`config.mk`:
```
export PLATFORM = sky130hd
export DESIGN_NAME = wf_done_arbiter
export DESIGN_NICKNAME = d
export VERILOG_FILES = /design/src/rtl/wf_done_arbiter.sv
export SDC_FILE = /design/constraint.sdc
export NUM_CORES = 1
export LEC_CHECK = 0
export ABC_CLOCK_PERIOD_IN_PS = 14600
export CORE_AREA = 4 4 138 140
export DETAILED_ROUTE_END_ITERATION = 12
export DIE_AREA = 0 0 142 144
export GPL_TIMING_DRIVEN = 0
export PLACE_DENSITY = 0.71
export REMOVE_ABC_BUFFERS = 1
export SLEW_MARGIN = 20
export SYNTH_ARGS = -nofsm -noshare
export SYNTH_HDL_FRONTEND = slang
export SYNTH_SLANG_ARGS = --single-unit
export TNS_END_PERCENT = 20
```
`constraint.sdc`:
```
create_clock -name clk -period 14.6 [get_ports clk]
set_input_delay 2.92 -clock clk [delete_from_list [all_inputs] [get_ports clk]]
set_output_delay 2.92 -clock clk [all_outputs]
set_load 0.02 [all_outputs]
```
`src/rtl/wf_done_arbiter.sv`:
```
// -----------------------------------------------------------------------------
// wf_done_arbiter
//
// Serialises per-CU wavefront-completion pulses into one valid/ready stream
// for the dispatcher's deallocation path.
//
// Each CU owns a one-entry holding slot (valid bit + tag). A round-robin
// scheduler, starting its scan at rr_ptr_q, picks one occupied slot whenever
// the registered output stage is free and moves that slot's tag and index
// into the output register. A slot that is being drained can recapture a new
// pulse on the same edge, so a CU may complete one wavefront per cycle
// without loss.
//
// Optional feature macro: WF_DONE_ARB_OVF_CHECK_EN
//   defined   : a pulse that hits an occupied, non-draining slot sets the
//               sticky arb_overflow flag (cleared only by reset).
//   undefined : overflow logic is absent and arb_overflow is tied to 0.
//   Drop behaviour is identical in both builds.
//
// Ports
//   clk                     : clock, all state updates on the rising edge
//   rst                     : synchronous active-low reset (0 = reset)
//   cu2dispatch_wf_done     : one-cycle done pulse per CU
//   cu2dispatch_wf_tag_done : tag of CU k in bits [k*TAG_WIDTH +: TAG_WIDTH]
//   arb_done_valid          : completion available on the output
//   arb_done_cu_id          : CU that produced the completion
//   arb_done_tag            : completed wavefront tag
//   arb_done_ready          : consumer accepts when valid && ready
//   arb_slot_busy           : occupancy bit of each holding slot
//   arb_overflow            : sticky overflow flag
// -----------------------------------------------------------------------------
module wf_done_arbiter #(
    parameter int NUMBER_CU   = 8,
    parameter int CU_ID_WIDTH = 3,
    parameter int TAG_WIDTH   = 15
) (
    input  logic                           clk,
    input  logic                           rst,
    input  logic [NUMBER_CU-1:0]           cu2dispatch_wf_done,
    input  logic [NUMBER_CU*TAG_WIDTH-1:0] cu2dispatch_wf_tag_done,
    output logic                           arb_done_valid,
    output logic [CU_ID_WIDTH-1:0]         arb_done_cu_id,
    output logic [TAG_WIDTH-1:0]           arb_done_tag,
    input  logic                           arb_done_ready,
    output logic [NUMBER_CU-1:0]           arb_slot_busy,
    output logic                           arb_overflow
);

    typedef enum logic {
        S_IDLE = 1'b0,
        S_HOLD = 1'b1
    } out_state_e;

    // Scan arithmetic is one bit wider than the CU index so the modulo
    // wrap works for any NUMBER_CU, power of two or not.
    localparam logic [CU_ID_WIDTH:0]   NCU_EXT = (CU_ID_WIDTH+1)'(NUMBER_CU);
    localparam logic [CU_ID_WIDTH-1:0] LAST_CU = CU_ID_WIDTH'(NUMBER_CU - 1);

    // Holding slots
    logic [NUMBER_CU-1:0] slot_valid_q;
    logic [NUMBER_CU-1:0] slot_valid_d;
    logic [TAG_WIDTH-1:0] slot_tag_q [NUMBER_CU];
    logic [TAG_WIDTH-1:0] slot_tag_d [NUMBER_CU];

    // Scheduler and output stage
    logic [CU_ID_WIDTH-1:0] rr_ptr_q;
    logic [CU_ID_WIDTH-1:0] rr_ptr_d;
    out_state_e             state_q;
    out_state_e             state_d;
    logic [CU_ID_WIDTH-1:0] cu_id_q;
    logic [CU_ID_WIDTH-1:0] cu_id_d;
    logic [TAG_WIDTH-1:0]   tag_q;
    logic [TAG_WIDTH-1:0]   tag_d;

    // Combinational helpers
    logic                   stage_free_s;
    logic                   grant_vld_s;
    logic [CU_ID_WIDTH-1:0] grant_idx_s;
    logic [CU_ID_WIDTH:0]   cand_s;
    logic                   take_s;
    logic [NUMBER_CU-1:0]   grant_oh_s;

    // Round-robin search: first occupied slot at or after rr_ptr_q, with wrap.
    always_comb begin
        grant_vld_s = 1'b0;
        grant_idx_s = '0;
        cand_s      = '0;
        for (int i = 0; i < NUMBER_CU; i++) begin
            cand_s = {1'b0, rr_ptr_q} + (CU_ID_WIDTH+1)'(i);
            if (cand_s >= NCU_EXT) begin
                cand_s = cand_s - NCU_EXT;
            end else begin
                cand_s = cand_s;
            end
            if (!grant_vld_s && slot_valid_q[cand_s[CU_ID_WIDTH-1:0]]) begin
                grant_vld_s = 1'b1;
                grant_idx_s = cand_s[CU_ID_WIDTH-1:0];
            end else begin
                grant_vld_s = grant_vld_s;
            end
        end
    end

    // A grant only takes effect when the output register can accept new data.
    always_comb begin
        stage_free_s = (state_q == S_IDLE) || arb_done_ready;
        take_s       = stage_free_s && grant_vld_s;
        grant_oh_s   = '0;
        for (int k = 0; k < NUMBER_CU; k++) begin
            grant_oh_s[k] = take_s && (grant_idx_s == CU_ID_WIDTH'(k));
        end
    end

    // Slot next-state: capture into empty or draining slots, otherwise drop.
    always_comb begin
        slot_valid_d = slot_valid_q;
        for (int k = 0; k < NUMBER_CU; k++) begin
            slot_tag_d[k] = slot_tag_q[k];
            if (cu2dispatch_wf_done[k]) begin
                if (!slot_valid_q[k] || grant_oh_s[k]) begin
                    // Recapture on the drain edge keeps the slot valid with the new tag.
                    slot_valid_d[k] = 1'b1;
                    slot_tag_d[k]   = cu2dispatch_wf_tag_done[k*TAG_WIDTH +: TAG_WIDTH];
                end else begin
                    // Occupied and not draining: the stored tag wins.
                    slot_valid_d[k] = slot_valid_q[k];
                end
            end else if (grant_oh_s[k]) begin
                slot_valid_d[k] = 1'b0;
            end else begin
                slot_valid_d[k] = slot_valid_q[k];
            end
        end
    end

    // Output stage and round-robin pointer next-state.
    always_comb begin
        state_d  = state_q;
        cu_id_d  = cu_id_q;
        tag_d    = tag_q;
        rr_ptr_d = rr_ptr_q;
        if (stage_free_s) begin
            if (grant_vld_s) begin
                state_d = S_HOLD;
                cu_id_d = grant_idx_s;
                tag_d   = slot_tag_q[grant_idx_s];
                if (grant_idx_s == LAST_CU) begin
                    rr_ptr_d = '0;
                end else begin
                    rr_ptr_d = grant_idx_s + CU_ID_WIDTH'(1);
                end
            end else begin
                state_d = S_IDLE;
            end
        end else begin
            // Back-pressured: hold the presented completion stable.
            state_d = state_q;
        end
    end

    // State registers for slots, scheduler and output stage.
    always_ff @(posedge clk) begin
        if (!rst) begin
            slot_valid_q <= '0;
            for (int k = 0; k < NUMBER_CU; k++) begin
                slot_tag_q[k] <= '0;
            end
            rr_ptr_q <= '0;
            state_q  <= S_IDLE;
            cu_id_q  <= '0;
            tag_q    <= '0;
        end else begin
            slot_valid_q <= slot_valid_d;
            for (int k = 0; k < NUMBER_CU; k++) begin
                slot_tag_q[k] <= slot_tag_d[k];
            end
            rr_ptr_q <= rr_ptr_d;
            state_q  <= state_d;
            cu_id_q  <= cu_id_d;
            tag_q    <= tag_d;
        end
    end

`ifdef WF_DONE_ARB_OVF_CHECK_EN
    logic [NUMBER_CU-1:0] drop_s;
    logic                 ovf_q;
    logic                 ovf_d;

    // A pulse is dropped when its slot is occupied and not drained this edge.
    always_comb begin
        drop_s = cu2dispatch_wf_done & slot_valid_q & ~grant_oh_s;
        ovf_d  = ovf_q | (|drop_s);
    end

    // Sticky overflow flag, cleared only by reset.
    always_ff @(posedge clk) begin
        if (!rst) begin
            ovf_q <= 1'b0;
        end else begin
            ovf_q <= ovf_d;
        end
    end

    assign arb_overflow = ovf_q;
`else
    assign arb_overflow = 1'b0;
`endif

    assign arb_done_valid = (state_q == S_HOLD);
    assign arb_done_cu_id = cu_id_q;
    assign arb_done_tag   = tag_q;
    assign arb_slot_busy  = slot_valid_q;

endmodule

```
==> results.py <==
metrics = {
    "timing": {
        "maxSlewViolCount": 0,
        "relSlewSlack": 0.313,
        "timing.final.ws_setup_ps": 7980,
        "final.period_utilization": 0.453,
        "finalSetupViolCount": 0,
        "skew_ps": 10.8,
        "timing.setup.tns_ps": 0,
        "maxClockFrequency_ghz": 0.151,
        "grt_setup_unrepaired": "no",
        "layout_min_cycle_time_ps": 6620,
        "timing_hold_violations_final": 0,
        "worstMarginPinSlew_ps": 1030,
        "worst_hold_slack_ps": 494,
    },
    "finish": {
        "final.fill_count": 1418,
        "stdcell_area_um2": 10300,
        "layout.area.seq_um2": 4200,
        "layout_common_cells": "clkdlybuf4s50_1 (156), edfxtp_1 (120), mux2i_1 (73)",
        "multi_input_area_um2": 3440,
        "final_common_cell": "clkdlybuf4s50_1",
        "antenna-diode-count": 0,
        "fraction_of_final_layout_cells_sized_beyond_drive_strength_1": 0.123,
        "number_of_nets_at_the_end_of_the_flow": 918,
        "area_growth_syn_to_layout_pct": 30.0,
    },
    "critical_path": {
        "critical_path.startpoint_type": "flip-flop",
        "r2r_end": "slot_tag_q[5][7]$_SDFFCE_PN0P_",
        "reg2reg_slack_ps": 7980,
        "path_class": "flip-flop to flip-flop",
        "crit-reg2reg-launch": "rr_ptr_q[0]$_SDFFE_PN0P_",
        "timing.critical_path.fanout_max": 33,
        "r2r.worst_path.cells": 11,
        "worst-endpoint-arrival_ps": 6790,
        "crit_required_ps": 14770,
        "timing.critical_path.to_type": "flip-flop",
    },
    "power": {
        "intPower_w": 0.00131,
        "fin_total_pwr_w": 0.00231,
        "max-vdd-ir-drop_mv": 0.190,
        "power_switching_share": 0.432,
        "switching_power_w": 0.000996,
        "cellLeakagePower_nw": 3.74,
        "share_seq_of_total_power": 0.266,
        "pwr-share-comb": 0.549,
        "clkPwrFrac": 0.185,
        "power_density_nw_per_um2": 224,
    },
    "grt": {
        "globalRouteMet1Util": 0.270,
        "global_route.usage.met2": 0.364,
        "met3_usage": 0.0357,
        "grt_util_all_layers": 0.212,
        "grt.overflow.total": 0,
        "wire_length_of_the_first_global_routing_pass_mm": 33.4,
        "grt_pass1_vias": 6070,
        "top_usage_layer": "met2",
        "initial_antenna_violation_count": 0,
        "grt_start_max_net_pins": 57,
    },
    "floorplanning": {
        "boundaryPins": 159,
        "die_y_um": 144,
        "floorplan.core_area_um2": 17800,
        "initial_core_utilization": 0.444,
        "design.die.area_um2": 20400,
        "rows": 49,
        "die_width_um": 142,
    },
    "detailed_routing": {
        "wl_mm": 21.8,
        "via_count": 5874,
        "first_pass_iters": 5,
        "drt_drc_violations_left": 0,
        "drt-vias-per-instance": 5.73,
        "antenna_violating_nets_post_route": 0,
        "drt_iter0_markers": 371,
        "post_drt_wl_per_cell_um": 21.3,
    },
    "clock_network": {
        "postCtsHoldBufs": 0,
        "clock_tree_from_tritoncts": "yes",
        "clock_tree.buffer_depth": 2,
        "clock_sinks": 150,
        "clock_tree.root_cell": "clkbuf_16",
        "cts_resized": 0,
        "cts.reportedPaths.clkPinSlew_ps": 60,
        "skew_pair_late_insertion_delay_ps": 420,
        "postCtsSetupRepairBufs": 0,
        "cts-buffers-inserted": 17,
        "htree_levels": 4,
    },
    "yosys": {
        "synthesis.area_um2": 7920,
        "synth_area_per_cell_um2": 12.1,
        "synth_seq_cells": 150,
        "post_synth_num_cell_types": 58,
        "sequential_cell_area_fraction_in_the_yosys_report": 0.531,
        "ys.warnings.count": 0,
        "asyncSetResetFlopFracSynth": 0,
        "synth_top_flop_cell": "edfxtp_1",
        "netlist_instances": 656,
        "synth-edff-count": 120,
    },
    "job": {
        "drv.max_cap_violation_count": 0,
    },
    "place": {
        "placement.cell_area_um2": 9720,
        "dp.final_hpwl_mm": 15.9,
        "io_buffers": 157,
        "pre_cts_slack_ps": 7710,
        "globalplace.congestion": 0.848,
    },
    "min_path": {
        "whs_path_depth": 2,
        "whs_endpoint": "arb_done_cu_id[0]$_SDFFE_PN0P_",
        "min-delay-path-class": "flip-flop to flip-flop",
        "hold_path_startpoint": "arb_done_cu_id[0]$_SDFFE_PN0P_",
    },
    "run_status": {
        "run_status": "finished clean",
    },
}
==> worst max path at each step <==
stage          slack [ps]                         endpoint                     start  cells after the start
2_1_floorplan        2830   slot_tag_q[0][0]$_SDFFCE_PN0P_  rr_ptr_q[0]$_SDFFE_PN0P_                     10
3_5_place_dp         7710   slot_tag_q[5][0]$_SDFFCE_PN0P_  rr_ptr_q[0]$_SDFFE_PN0P_                     11
6_report             7980   slot_tag_q[5][7]$_SDFFCE_PN0P_  rr_ptr_q[0]$_SDFFE_PN0P_                     11
4_1_cts              7690   slot_tag_q[5][7]$_SDFFCE_PN0P_  rr_ptr_q[0]$_SDFFE_PN0P_                     11
3_3_place_gp        -1610  slot_tag_q[5][14]$_SDFFCE_PN0P_  rr_ptr_q[0]$_SDFFE_PN0P_                     10
5_1_grt              7640   slot_tag_q[5][4]$_SDFFCE_PN0P_  rr_ptr_q[0]$_SDFFE_PN0P_                     11
==> layout make-up <==
| type | count | share of cell area |
|---|---|---|
| Clock buffer | 18 | 0.0417 |
| Clock inverter | 14 | 0.0143 |
| Inverter | 14 | 0.00534 |
| Multi-Input combinational cell | 431 | 0.334 |
| Sequential cell | 150 | 0.408 |
| Tap cell | 229 | 0.0278 |
| Timing Repair Buffer | 170 | 0.169 |
==> routing by layer <==
metal	part of all wire	vias to the layer above	wire length, um
met5	0	-	0
met3	0.052	47	1140
met2	0.50	227	11000
met1	0.41	2848	9000
li1	-	2752	-
met4	0.031	0	677
==> cells in the mapped netlist, types with 2 or more instances <==
master    number  area (um2)
edfxtp_1     120        3600
mux2i_1       73         731
nand2_1       48         180
and2_1        45         282
nor3_1        45         225
clkbuf_1      33         124
dfxtp_1       30         601
nor2_1        27         101
nor4b_1       26         228
buf_2         24         120
nor4b_2       19         285
o31ai_1       16         120
nor3b_1       15         113
o41a_1        15         169
inv_1         13        48.8
a21oi_1       11        55.1
mux4_2         9         203
o21ai_0        8        40.0
mux2_2         7        78.8
o21a_1         7        52.6
o31a_1         6        52.6
a211oi_1       4        30.0
nand2b_1       4        25.0
xnor2_1        4        35.0
ha_1           3        37.5
nand3_1        3        15.0
a211o_1        2        17.5
a21boi_0       2        15.0
a21o_1         2        15.0
a22o_1         2        17.5
a22oi_1        2        15.0
buf_4          2        15.0
buf_6          2        22.5
nor2b_1        2        12.5
o221ai_1       2        17.5
==> registers in the layout (all words and copies together), names as in the netlist <==
signal / flops
slot_tag_q: 120
arb_done_tag: 15
arb_slot_busy: 8
arb_done_cu_id: 3
rr_ptr_q: 3
arb_done_valid: 1
==> power groups by stage <==
| stage | logic, W | registers [W] | clock network [W] |
|---|---|---|---|
| final | 0.00127 | 0.000613 | 0.000426 |
| after global routing | 0.00136 | 0.000621 | 0.000449 |
| after CTS | 0.00127 | 0.000613 | 0.000429 |
| after detailed placement | 0.00126 | 0.000622 | 0 |
| after global placement | 0.00115 | 0.000615 | 0 |
| after floorplan | 0.000930 | 0.000619 | 0 |
==> metrics by stage <==
step / instances / utilization
6_report: 1026 / 0.577
3_5_place_dp: 994 / 0.545
4_1_cts: 1026 / 0.577
2_1_floorplan: 595 / -
3_3_place_gp: 981 / 0.532
5_1_grt: 1026 / 0.577
==> kinds of logic (layout without fill, tap and decap cells) <==
kind of cell,count (synthesis),in the layout,share of synthesized area
adder cells (fa/ha/maj),3,3,0.00474
XOR/XNOR,5,5,0.00553
AND/OR/NAND/NOR,241,241,0.193
other,1,1,0.000473
multiplexers,90,90,0.130
flip-flops,150,150,0.531
AO/OA/AOI/OAI,91,91,0.0935
buffers and inverters,75,216,0.0422
==> critical path: stages, from the launching register on <==
cell and delay, ps:
dfxtp_1 960, inv_1 240, ha_1 310, xnor2_1 680, mux2_2 410, o221ai_1 560
nor4b_4 600, a21o_1 710, or3_2 700, o31a_1 780, o21ai_2 180, buf_6 210
Power figures use the tool's default switching activity.
